[src/rtl/radio_init_ctrl.sv]
// radio_init_ctrl: waits for chip-ready on MISO, soft-resets the radio, streams the
// config ROM as address/value byte pairs, then issues SRX; retries on ready timeouts.
module radio_init_ctrl #(
    parameter int CFG_COUNT   = 47,
    parameter int RDY_TIMEOUT = 48000,
    parameter int MAX_RETRY   = 3
) (
    input  logic        CLK_48MHZ,
    input  logic        BUF2_PBRST_T9,
    input  logic        MISO,
    output logic        ss_req,
    output logic        xfer_start,
    output logic [7:0]  xfer_data,
    output logic        xfer_last,
    input  logic        xfer_done,
    input  logic [7:0]  xfer_rx,
    output logic [5:0]  cfg_addr,
    input  logic [15:0] cfg_data,
    output logic        init_done,
    output logic        init_error,
    output logic [7:0]  status_last
);
    localparam int CW = $clog2(RDY_TIMEOUT + 1);
    localparam int RW = $clog2(MAX_RETRY + 1);
    localparam logic [CW-1:0] CNT_LAST = CW'(RDY_TIMEOUT - 1);
    localparam logic [RW-1:0] RETRY_LAST = RW'(MAX_RETRY - 1);
    localparam logic [5:0] IDX_LAST = 6'(CFG_COUNT - 1);

    typedef enum logic [3:0] {
        IDLE, WAIT_RDY1, SRES, WAIT_RDY2, FETCH, WR_ADDR, WR_DATA, STROBE, DONE, ERROR
    } state_t;

    state_t state, state_n;
    logic [1:0] miso_sync;
    logic miso_s, phase, gap, waiting, xfer_state, timeout, done_ok;
    logic [CW-1:0] cnt;
    logic [RW-1:0] retry;
    logic [5:0] index;
    logic [15:0] cfg_reg;

    assign miso_s = miso_sync[1];
    // gap is the single SS-released cycle between a timeout and the next ready wait
    assign waiting = (state == WAIT_RDY1 || state == WAIT_RDY2) && !gap;
    assign timeout = waiting && miso_s && cnt == CNT_LAST;
    assign xfer_state = state inside {SRES, WR_ADDR, WR_DATA, STROBE};
    // phase is low only on a state's entry cycle, so it marks "byte already started"
    assign done_ok = xfer_state && phase && xfer_done;

    always_comb begin
        state_n = state;
        case (state)
            IDLE: state_n = WAIT_RDY1;
            WAIT_RDY1, WAIT_RDY2:
                if (waiting && !miso_s) state_n = state == WAIT_RDY1 ? SRES : FETCH;
                else if (timeout) state_n = retry == RETRY_LAST ? ERROR : WAIT_RDY1;
            SRES:    if (done_ok) state_n = WAIT_RDY2;
            FETCH:   if (phase) state_n = WR_ADDR;
            WR_ADDR: if (done_ok) state_n = WR_DATA;
            WR_DATA: if (done_ok) state_n = index == IDX_LAST ? STROBE : FETCH;
            STROBE:  if (done_ok) state_n = DONE;
            default: state_n = state;
        endcase
    end

    always_comb begin
        ss_req = waiting && miso_s;
        xfer_start = xfer_state && !phase;
        xfer_data = state == SRES ? 8'h30 :
                    state == WR_ADDR ? cfg_reg[15:8] & 8'h3f :
                    state == WR_DATA ? cfg_reg[7:0] :
                    state == STROBE ? 8'h34 : 8'h00;
        xfer_last = state inside {SRES, WR_DATA, STROBE};
        cfg_addr = index;
        init_done = state == DONE;
        init_error = state == ERROR;
    end

    always_ff @(posedge CLK_48MHZ or negedge BUF2_PBRST_T9) begin
        if (!BUF2_PBRST_T9) begin
            state <= IDLE;
            miso_sync <= 2'b11;
            phase <= 1'b0;
            gap <= 1'b0;
            cnt <= '0;
            retry <= '0;
            index <= '0;
            cfg_reg <= '0;
            status_last <= '0;
        end else begin
            state <= state_n;
            miso_sync <= {miso_sync[0], MISO};
            phase <= state_n == state;
            gap <= timeout && state_n == WAIT_RDY1;
            cnt <= (waiting && state_n == state && !timeout) ? cnt + 1'b1 : '0;
            retry <= timeout ? retry + 1'b1 : retry;
            if (state == FETCH && phase) cfg_reg <= cfg_data;
            if (state == WR_DATA && done_ok) index <= index + 1'b1;
            if (xfer_done) status_last <= xfer_rx;
        end
    end
endmodule

[config.mk]
export PLATFORM = sky130hd
export DESIGN_NAME = radio_init_ctrl
export DESIGN_NICKNAME = d
export VERILOG_FILES = /design/src/rtl/radio_init_ctrl.sv
export SDC_FILE = /design/constraint.sdc
export NUM_CORES = 1
export LEC_CHECK = 0
export BUFFER_PORTS_ARGS = -buffer_cell sky130_fd_sc_hd__buf_2
export CELL_PAD_IN_SITES_DETAIL_PLACEMENT = 1
export CELL_PAD_IN_SITES_GLOBAL_PLACEMENT = 2
export CORE_ASPECT_RATIO = 0.7
export CORE_MARGIN = 1
export CORE_UTILIZATION = 30
export CTS_BUF_LIST = sky130_fd_sc_hd__clkbuf_16
export CTS_CLUSTER_DIAMETER = 200
export CTS_CLUSTER_SIZE = 20
export DETAILED_ROUTE_END_ITERATION = 16
export PLACE_DENSITY = 0.74
export RECOVER_POWER = 25
export SYNTH_ARGS = -nofsm -noshare
export SYNTH_HDL_FRONTEND = slang
export SYNTH_SLANG_ARGS = --single-unit
export TNS_END_PERCENT = 5
[constraint.sdc]
create_clock -name CLK_48MHZ -period 1.61 [get_ports CLK_48MHZ]
set_input_delay 0.322 -clock CLK_48MHZ [delete_from_list [all_inputs] [get_ports CLK_48MHZ]]
set_output_delay 0.322 -clock CLK_48MHZ [all_outputs]
set_load 0.01 [all_outputs]
==> results of run 1 <==
## report_power, final
part / internal (mW) / switching, mW
clock network: 0.729 / 0.510
logic: 0.0877 / 0.0790
registers: 1.40 / 0.0202
## cell type report
cell class	count	area, sq um
Clock buffer	5	125.1
Clock inverter	2	38.79
Fill cell	961	4758
Inverter	8	37.54
Multi-Input combinational cell	164	1301
Sequential cell	54	1358
Tap cell	120	150.1
Timing Repair Buffer	106	709.4
## logic make-up after synthesis
kind of cell / share of synthesized area
buffers and inverters: 0.04244
multiplexers: 0.1087
AO/OA/AOI/OAI: 0.06342
flip-flops: 0.5160
XOR/XNOR: 0.06676
AND/OR/NAND/NOR: 0.1836
adder cells (fa/ha/maj): 0.01908
## placed cells by master (no fill, tap or decap), types with 2 or more instances in the layout
master | Yosys | layout
dfrtp_2 | 0 | 3
or2b_1 | 2 | 2
dfrtp_1 | 52 | 49
buf_6 | 2 | 12
a21oi_1 | 7 | 4
or3_4 | 0 | 2
mux2_2 | 8 | 8
mux2_4 | 10 | 10
o21ai_0 | 7 | 7
dfstp_2 | 2 | 2
o21ai_1 | 2 | 2
ha_1 | 4 | 3
xnor2_1 | 9 | 9
nor2b_4 | 0 | 2
buf_4 | 0 | 42
and2_1 | 4 | 3
a21oi_2 | 0 | 3
nor4_2 | 0 | 3
inv_1 | 5 | 5
a22oi_2 | 0 | 3
nand4_1 | 6 | 6
nor2_1 | 26 | 25
nor3_2 | 0 | 3
xor2_1 | 11 | 11
mux2_1 | 4 | 4
nand2_1 | 14 | 13
clkbuf_16 | 0 | 5
and3_1 | 6 | 5
clkinv_4 | 1 | 2
buf_2 | 3 | 50
nand3_1 | 14 | 13
## repair_timing
action,in CTS,in global routing
gates resized for setup,28,23
endpoints found under the setup margin,34,47
buffers inserted,10,1
pin swaps,9,4
## worst paths after layout
| check | from | to | slack [ps] | cells after the start |
|---|---|---|---|---|
| max reg2reg | state[0]$_DFF_PN0_ | cfg_reg[10]$_DFFE_PN0P_ | -150 | 3 |
| min reg2reg | miso_sync[0]$_DFF_PN1_ | miso_sync[1]$_DFF_PN1_ | 360 | 0 |
| min in group asynchronous | BUF2_PBRST_T9 | status_last[4]$_DFFE_PN0P_ | 240 | 1 |
| min | MISO | miso_sync[0]$_DFF_PN1_ | 120 | 1 |
| max in group asynchronous | BUF2_PBRST_T9 | state[3]$_DFF_PN0_ | 300 | 2 |
| max | state[0]$_DFF_PN0_ | xfer_data[1] | -220 | 6 |
## worst max-delay path, cell delays in order (launching register included)
cell and delay (ps):
dfrtp_2 460, buf_6 150, nor2b_4 130, buf_6 150, a22oi_2 70, nor2_1 110, buf_2 140
## through the flow
stage | instance area (sq um) | cells
after global placement | 3293 | 441
final | 3720 | 459
after detailed placement | 3293 | 441
after floorplan | 2624 | 237
after CTS | 3636 | 458
after global routing | 3720 | 459
## routing by layer
metal | up-vias | GRT usage | routed length [um]
met2 | 34 | 0.2445 | 3020
met4 | 0 | 0.04675 | 80
met1 | 1079 | 0.2289 | 3560
met5 | - | 0 | 0
met3 | 8 | 0.03472 | 250
li1 | 1023 | - | -
==> results.md, run 1 <==
- VDD IR max: about 320 uV
- Least-Margin Pin Slew: ~1200 ps
- Clock tree root driver cell: clkbuf_16
- Diode count: 0
- Fin Setup TNS: -4116 ps
- Status: finished, violations left
- Slew Limit Fails: 0
- Worst-skew pair later-pin latency: around 300 ps
- Via density: approximately 4.7
- Failing checks: setup timing
- Core ar.: ~8500 sq um
- Slew margin rel.: 0.2105
- Vias in the first global route: 2256
- Worst slack, placed: -144.1 ps
- Area growth, synth to finish: 41.77%
- Worst Path Arrival: between 1500 and 2000 ps
- PnR worst setup slack: -219.6 ps
- Routability congestion estimate: around 0.73
- Setup violations, final: 28
- GR Overflow Total: 0
- Clock Skew: 6.931 ps
- Worst Path Max Fanout: 6
- Final #Nets: around 370
- Drt wl/cell: between 15 and 20 um
- Netlist area before placement: around 2600 sq um
- Top_reg_cell synth: dfrtp_1
- Die width: between 100 and 150 um
- Post-CTS Hold Fix Bufs: 0
- Req. time, crit path: around 1300 ps
- Number of cell rows: 28
- DR vias: ~2100
- Hold WC Path Type: input port to flip-flop
- Yosys warnings: 0
- Post-Route WL: roughly 6900 um
- Final core area utilization: 0.4388
- GRT Total Usage: 0.1610
- Clk slew on worst S/H paths: 70 ps
- Crit share post-route: 1.136
- Die height: 80.25 um
- CP Capture Type: primary output
- Port buffer count: between 50 and 60
- CTS Buf Count: 5
- DRT Pass-1 Iters: 4
- Clock Tree Buf Depth: 2
- Number of enable flip-flop cells after synthesis: 0
- Share of the synthesized area in the top cell type: 0.4959
- Fraction of layout cells with a size suffix above 1: 0.4985
- Area leader, netlist: dfrtp_1
- Commonest cells in the netlist: dfrtp_1, nor2_1, nand2_1, nand3_1, xor2_1
- Detailed Route Iter0 Violations: between 90 and 100
- Antenna violations before repair: 0
- First-pass GRT wire length: ~11000 um
- DRC: 0
- Largest net degree at the start of global routing: 21
- CP Launch Type: flip-flop
- Clk sinks: between 50 and 60
- Cells after Synth: 237
- Post-synth ARST share: 1.000
- Pleak: approximately 1.7 nW
- Top-count cell post-synth: dfrtp_1
- CTS tree: done
- Hold Fails Final Rpt: 0
- RSZ-0062 raised after global routing: yes
- Synth cell types: between 40 and 50
- Crit Path Class: flip-flop to primary output
- Fmax: 546.6 MHz
- Pwr dens: 759.2 nW/um^2
- Syn avg cell area: roughly 11 sq um
- CTS H-Tree Depth: 2
- HPWL Detailed: a little under 5000 um
- Ranking of synthesized cells by area: dfrtp_1, mux2_4, nor2_1
- Antenna-violating nets left: 0
- Pwr Total: about 2.8 mW
- Die area: ~9100 sq um
- Synthesis-stage register bit count: 54
- Fin crit period: 1830 ps
- Largest register FFs: 16
- Post-synth net total: roughly 270
- Initial Utilization: 0.3095
- Sequential-to-total area share from yosys stat: 0.5160
- Max capacitance violation total: 0
- # IOs: 55
- WHS: between 100 and 150 ps
Power figures use the tool's default switching activity.
==> inputs of run 2 (changes only) <==
Settings changed: CTS_CLUSTER_DIAMETER 200 to 40, HOLD_SLACK_MARGIN set to 0.15.
==> run 2 against run 1 <==
Net effect:
- the run still ends with setup timing left
- power is 0.17% higher
- clock skew shrank 0.51 ps
- cell area rose by 0.84%
- critical path type unchanged
- critical endpoint unchanged
- highest routed layer unchanged
==> results.md, run 2 (synthesized netlist as in run 1, its figures left out) <==
- Worst-skew pair later-pin latency: 300 ps (about the same)
- Diode count: 0 (unchanged)
- Die height: 80.25 um (unchanged)
- Worst Path Arrival: 1500 ps (about the same)
- Most used cell, CP: buf_6
- Setup violations, final: 28 (unchanged)
- Die width: 113.8 um (unchanged)
- Antenna-violating nets left: 0 (unchanged)
- Worst-path cell chain: buf_6, nor2b_4, buf_6, a22oi_2, nor2_1, buf_2
- Comb power frac: 0.061 (+0.002)
- Critical Path Max Stage Delay: 460 ps (about the same)
- Fin crit period: 1825 ps (-4.250 ps)
- Largest register FFs: 16 (unchanged)
- Clock power share: 0.437 (-0.002)
- Sequential share of power: 0.501 (about the same)
- Slew margin rel.: 0.6194 (+0.4089)
- Fmax: 547.8 MHz (+0.23%)
- Pleak: 1.745 nW (+0.59%)
- Least-Margin Pin Slew: 570.8 ps (-613.4 ps)
- Antenna violations before repair: 0 (unchanged)
- DRC: 0 (unchanged)
- WHS: 231.5 ps (+109.6 ps)
- Slew Limit Fails: 0 (unchanged)
- Pwr dens: 754.2 nW/um^2 (-0.67%)
- Number of cell rows: 28 (unchanged)
- Fraction of layout cells with a size suffix above 1: 0.4927 (-0.005856)
- Hold WC Path Type: input port to flip-flop
- Core ar.: 8478 sq um (unchanged)
- GRT Total Usage: 0.1610 (unchanged)
- CTS H-Tree Depth: 2 (unchanged)
- Int Pwr: 2.221 mW (+0.27%)
- Largest net degree at the start of global routing: 21 (unchanged)
- Fin Setup TNS: -4031 ps (+85.13 ps)
- HPWL Detailed: 4831 um (unchanged)
- First-pass GRT wire length: 11270 um (about the same)
- Drt wl/cell: 14.92 um (-0.89%)
- Status: finished, violations left
- Clk sinks: 54 (unchanged)
- Via density: 4.685 (+0.31%)
- CTS tree: done
- Commonest non-fill, non-tap cells in the layout: dfrtp_1, buf_2, buf_4
- Pwr Total: 2.829 mW (+0.17%)
- NetSw: 0.6083 mW (-0.18%)
- DR vias: 2160 (+0.75%)
- Clk slew on worst S/H paths: 70 ps (about the same)
- Max capacitance violation total: 0 (unchanged)
- CP Capture Type: primary output
- Sw Ratio: 0.2150 (-0.0007584)
- Crit share post-route: 1.134 (-0.002640)
- GR Overflow Total: 0 (unchanged)
- Fillers: 959 (-0.21%)
- Initial Utilization: 0.3095 (unchanged)
- Routability congestion estimate: 0.7302 (unchanged)
- Worst Path Max Fanout: 6 (unchanged)
- Hold depth: 2 (+1)
- Vias in the first global route: 2259 (+0.13%)
- DRT Pass-1 Iters: 4 (unchanged)
- Failing checks: setup timing
- Final #Nets: 373 (+0.54%)
- Clock tree root driver cell: clkbuf_16
- RSZ-0062 raised after global routing: yes
- Clock Tree Buf Depth: 2 (unchanged)
- Hold Fails Final Rpt: 0 (unchanged)
- Die area: 9130 sq um (unchanged)
- PnR worst setup slack: -215.4 ps (+4.250 ps)
- CP Launch Type: flip-flop
- Crit Path Class: flip-flop to primary output
- Port buffer count: 52 (unchanged)
- Area growth, synth to finish: 42.97%
- Clock Skew: 6.418 ps (-0.5130 ps)
- Post-Route WL: 6880 um (-0.46%)
- Req. time, crit path: 1290 ps (about the same)
- Reg2reg path depth: 3 (unchanged)
- Detailed Route Iter0 Violations: 115 (+26%)
- Slowest CP cell: dfrtp_2
- VDD IR max: 320.5 uV (about the same)
- # IOs: 55 (unchanged)
- CTS Buf Count: 5 (unchanged)
==> run 2: path summary, 6_finish.rpt <==
check / start / to / slack, ps
hold / removal: cfg_data[9] / cfg_reg[9]$_DFFE_PN0P_ / 230
min in group asynchronous: BUF2_PBRST_T9 / status_last[4]$_DFFE_PN0P_ / 540
setup reg to reg: state[0]$_DFF_PN0_ / cfg_reg[10]$_DFFE_PN0P_ / -150
hold reg to reg: miso_sync[0]$_DFF_PN1_ / miso_sync[1]$_DFF_PN1_ / 360
max in group asynchronous: BUF2_PBRST_T9 / status_last[7]$_DFFE_PN0P_ / 490
setup / recovery: state[0]$_DFF_PN0_ / xfer_data[1] / -220
==> run 2: routing by layer <==
metal,part of all wire,routed length (um),track usage,vias to the layer above
li1,-,-,-,1030
met1,0.52,3550,0.2298,1086
met2,0.44,3020,0.2445,37
met3,0.033,225,0.03321,7
met4,0.012,83,0.04675,0
met5,0,0,0,-
==> run 2: final cells by class <==
cell class                 count  area (sq um)  area share
inverter                       8         37.54     0.01001
multi-input combinational    164          1301      0.3469
clock inverter                 2         38.79     0.01034
tap                          120         150.1     0.04003
clock buffer                   5         125.1     0.03336
timing repair buffer         108         740.7      0.1975
sequential                    54          1358      0.3619
==> run 2: power groups by stage <==
| stage | Clock (mW) | Combinational, mW | Sequential [mW] |
|---|---|---|---|
| floorplan | 0 | 0.0571 | 1.45 |
| global placement | 0 | 0.165 | 1.44 |
| finish | 1.24 | 0.174 | 1.42 |
| CTS | 1.27 | 0.178 | 1.42 |
| global route | 1.33 | 0.194 | 1.42 |
| detailed placement | 0 | 0.170 | 1.44 |
==> run 2: what timing repair did <==
item,4_1_cts,5_1_grt
pin swaps,9,4
hold endpoints to repair,16,0
buffers inserted,10,1
hold buffers,2,0
setup endpoints to repair,34,47
gates resized for setup,28,23
==> run 2: stage by stage <==
step                worst slack, ps  cell area, sq um  instances  utilization
floorplan                    -77.52              2624        237            -
global placement             -111.8              3293        441       0.3884
detailed placement           -144.1              3293        441       0.3884
CTS                          -180.7              3656        460       0.4312
global route                 -274.5              3751        461       0.4424
finish                       -215.4              3751        461       0.4424
==> run 2: worst max-delay path: cells and delay by family, from the launching register on <==
family | cells | cell delay (ps)
compound gates | 1 | 70
simple gates | 2 | 240
buf+inv | 3 | 440
flops | 1 | 460
==> inputs of run 3 (changes only) <==
Settings changed: ABC_AREA set to 1, PLACE_DENSITY 0.74 to 0.75.
==> run 3 against run 2 <==
Net effect:
- the flow still finishes with violations (setup timing)
- clock skew decreased by 1.8 ps
- power shrank 8.4%
- cell count rose by 10%
- combinational power down 20%
- non-clock buffer count increased by 7
- flip-flop and latch count unchanged
- largest cell class unchanged
==> results.md, run 3 <==
- Status: finished, violations left
- Failing checks: setup timing
- Synth cell types: 37 (-14%)
- Drt wl/cell: 12.83 um (-14%)
- Fin Setup TNS: -7006 ps (-2975 ps)
- Largest register FFs: 16 (unchanged)
- Number of enable flip-flop cells after synthesis: 0 (unchanged)
- Slew Limit Fails: 0 (unchanged)
- Worst-path cell chain: buf_12, nand2_4, nor2_4, buf_6, a221o_1, buf_2
- Crit path buffers/inverters: 3 (unchanged)
- Worst Path Max Fanout: 6 (unchanged)
- Share of the synthesized area in the top cell type: 0.4782 (-0.01779)
- CTS Buf Count: 5 (unchanged)
- Pwr dens: 667.9 nW/um^2 (-11%)
- Fmax: 520.5 MHz (-5.0%)
- # IOs: 55 (unchanged)
- Req. time, crit path: 1290 ps (about the same)
- GR Overflow Total: 0 (unchanged)
- CTS H-Tree Depth: 2 (unchanged)
- Slew margin rel.: 0.5017 (-0.1178)
- Area of the multi-input gates: 1296 sq um (-0.39%)
- Crit Path Class: flip-flop to primary output
- VDD IR max: 374.3 uV (+17%)
- Sequential-to-total area share from yosys stat: 0.4975 (-0.01850)
- Reg2reg path depth: 12 (+9)
- Hold Fails Final Rpt: 0 (unchanged)
- Fraction of layout cells with a size suffix above 1: 0.4910 (-0.001666)
- Ranking of synthesized cells by area: dfrtp_1, mux2_2, nand2_1
- Slowest CP cell: dfrtp_2
- Critical Path Max Stage Delay: 470 ps (about the same)
- Hold_sp: cfg_data[9]
- CP Launch Type: flip-flop
- Max capacitance violation total: 0 (unchanged)
- Antenna violations before repair: 0 (unchanged)
- Area leader, netlist: dfrtp_1
- CTS tree: done
- Worst Path Arrival: 1600 ps (+100 ps)
- Diode count: 0 (unchanged)
- Fin crit period: 1921 ps (+95.77 ps)
- Antenna-violating nets left: 0 (unchanged)
- Pleak: 1.887 nW (+8.1%)
- Clk sinks: 54 (unchanged)
- RSZ-0062 raised after global routing: yes
- Final #Nets: 420 (+13%)
- CP Capture Type: primary output
- Yosys warnings: 0 (unchanged)
- Netlist area before placement: 2721 sq um (+3.7%)
- Area growth, synth to finish: 42.48%
- PnR worst setup slack: -311.1 ps (-95.77 ps)
- Clock tree root driver cell: clkbuf_16
- Hold WC Path Type: input port to flip-flop
- WHS Endpoint: cfg_reg[9]$_DFFE_PN0P_
- Routability congestion estimate: 0.7727 (+5.8%)
- Die width: 115.8 um (+1.8%)
- Top delay family on crit path: flip-flops
- Top-count cell post-synth: dfrtp_1
- Setup violations, final: 31 (+11%)
- Die area: 9462 sq um (+3.6%)
- Commonest cells in the netlist: dfrtp_1, nand2_1, nor2_1, inv_1, mux2_2
- Final core area utilization: 0.4499 (+0.007469)
- Port buffer count: 52 (unchanged)
- Number of cell rows: 28 (unchanged)
- Clock Tree Buf Depth: 2 (unchanged)
- HPWL Detailed: 5067 um (+4.9%)
- Largest net degree at the start of global routing: 55 (+160%)
- Leading cell type in the layout, fill and taps excluded: buf_4
- Hold depth: 2 (unchanged)
- DRT Pass-1 Iters: 6 (+2)
- Reg2Reg Setup Slack: -280 ps (-130 ps)
- Least-Margin Pin Slew: 747.5 ps (+176.6 ps)
- Commonest non-fill, non-tap cells in the layout: buf_4, buf_2, dfrtp_1
- Top_reg_cell synth: dfrtp_1
- Clk slew on worst S/H paths: 70 ps (about the same)
- Post-synth ARST share: 1.000 (unchanged)
- DRC: 0 (unchanged)
- Syn avg cell area: 10.08 sq um (-9.0%)
- R2r endpoint: cnt[1]$_DFF_PN0_
- Post-synth net total: 302 (+12%)
- GRT Total Usage: 0.1546 (-0.006418)
- First-pass GRT wire length: 11120 um (-1.3%)
- Core ar.: 8618 sq um (+1.7%)
- Via density: 4.342 (-7.3%)
- Synthesis-stage register bit count: 54 (unchanged)
- Vias in the first global route: 2339 (+3.5%)
- Register Area: 1359 sq um (about the same)
- Cells after Synth: 270 (+14%)
- Worst-skew pair later-pin latency: 290 ps (about the same)
- Clock Skew: 4.626 ps (-1.792 ps)
- DR vias: 2210 (+2.3%)
- Crit share post-route: 1.193 (+0.05949)
- Initial Utilization: 0.3158 (+0.006292)
- Fillers: 1037 (+8.1%)
- Detailed Route Iter0 Violations: 44 (-62%)
- Die height: 81.69 um (+1.8%)
- Post-Route WL: 6530 um (-5.1%)
- Launching point of the worst reg2reg path: state[0]$_DFF_PN0_
[run 3: cell count changes in the layout (fill, tap and decap cells not counted), moves of 5 or more]
cell,delta
mux2_4,-10
inv_1,+20
mux2_2,+12
nor2_1,-5
nor2_4,+13
nand2_1,+21
buf_6,-10
nor2_2,+8
buf_4,+11
[run 3: worst max path at each step]
stage,endpoint,start,slack [ps],cells past startpoint
floorplan,cnt[13]$_DFF_PN0_,state[3]$_DFF_PN0_,-160,11
global placement,cnt[4]$_DFF_PN0_,state[0]$_DFF_PN0_,-320,13
detailed placement,cnt[1]$_DFF_PN0_,state[0]$_DFF_PN0_,-400,13
CTS,xfer_data[2],state[0]$_DFF_PN0_,-320,6
global route,cnt[13]$_DFF_PN0_,state[3]$_DFF_PN0_,-440,13
finish,xfer_data[2],state[0]$_DFF_PN0_,-310,6
[run 3: report_power, final]
group	internal, mW	switching [mW]
Combinational	0.0694	0.0697
Sequential	1.40	0.0174
Clock	0.566	0.469
Total	2.03	0.556
[run 3: final cells by class]
class / count / share of cell area
Sequential cell: 54 / 0.3504
Clock buffer: 5 / 0.03227
Clock inverter: 3 / 0.003872
Inverter: 33 / 0.03324
Tap cell: 120 / 0.03872
Multi-Input combinational cell: 179 / 0.3343
Timing Repair Buffer: 115 / 0.2072
[run 3: metal layers]
metal | routed length, um | vias up | global-route usage
met5 | 0 | - | 0
met4 | 56 | 0 | 0.04615
met3 | 232 | 4 | 0.03469
met2 | 3094 | 33 | 0.2548
met1 | 3147 | 1058 | 0.2036
li1 | - | 1115 | -
[run 3: worst register-to-register path, cell delays in order, from the launching register on]
cell     delay [ps]
dfrtp_2         470
o21ai_2         190
nor2_2           70
nand2_4         100
inv_2            50
a21oi_2         210
nand2_2          90
nand2_1          60
nand2_1          60
inv_2            70
nand4_4         150
buf_12          190
nor2_1           90
[run 3: kinds of logic (layout without fill, tap and decap cells)]
logic type,after synthesis,count (layout),share of synthesized area
simple gates,113,113,0.2276
flops,54,54,0.4975
buf+inv,37,156,0.05701
compound gates,22,22,0.05242
xor+xnor,20,20,0.06437
mux,20,20,0.08276
fa+ha+maj,4,4,0.01839
[run 3: stage by stage]
step | cell area, sq um | hold WS (ps) | total power, mW | setup slack, ps | cells
floorplan | 2738 | 26.41 | 1.494 | -157.3 | 270
finish | 3877 | 258.7 | 2.590 | -311.1 | 509
CTS | 3857 | 248.6 | 2.668 | -320.4 | 509
detailed placement | 3637 | 349.5 | 1.590 | -399.6 | 498
global placement | 3637 | 345.7 | 1.584 | -323.9 | 498
global route | 3877 | 249.0 | 2.722 | -440.7 | 509
[run 3: repair_timing]
item | CTS | global route
endpoints found under the setup margin | 33 | 37
hold endpoints to repair | 53 | 0
hold buffers | 2 | 0
resized for setup | 17 | 11
setup buffers | 1 | 0
pin swaps | 3 | 2
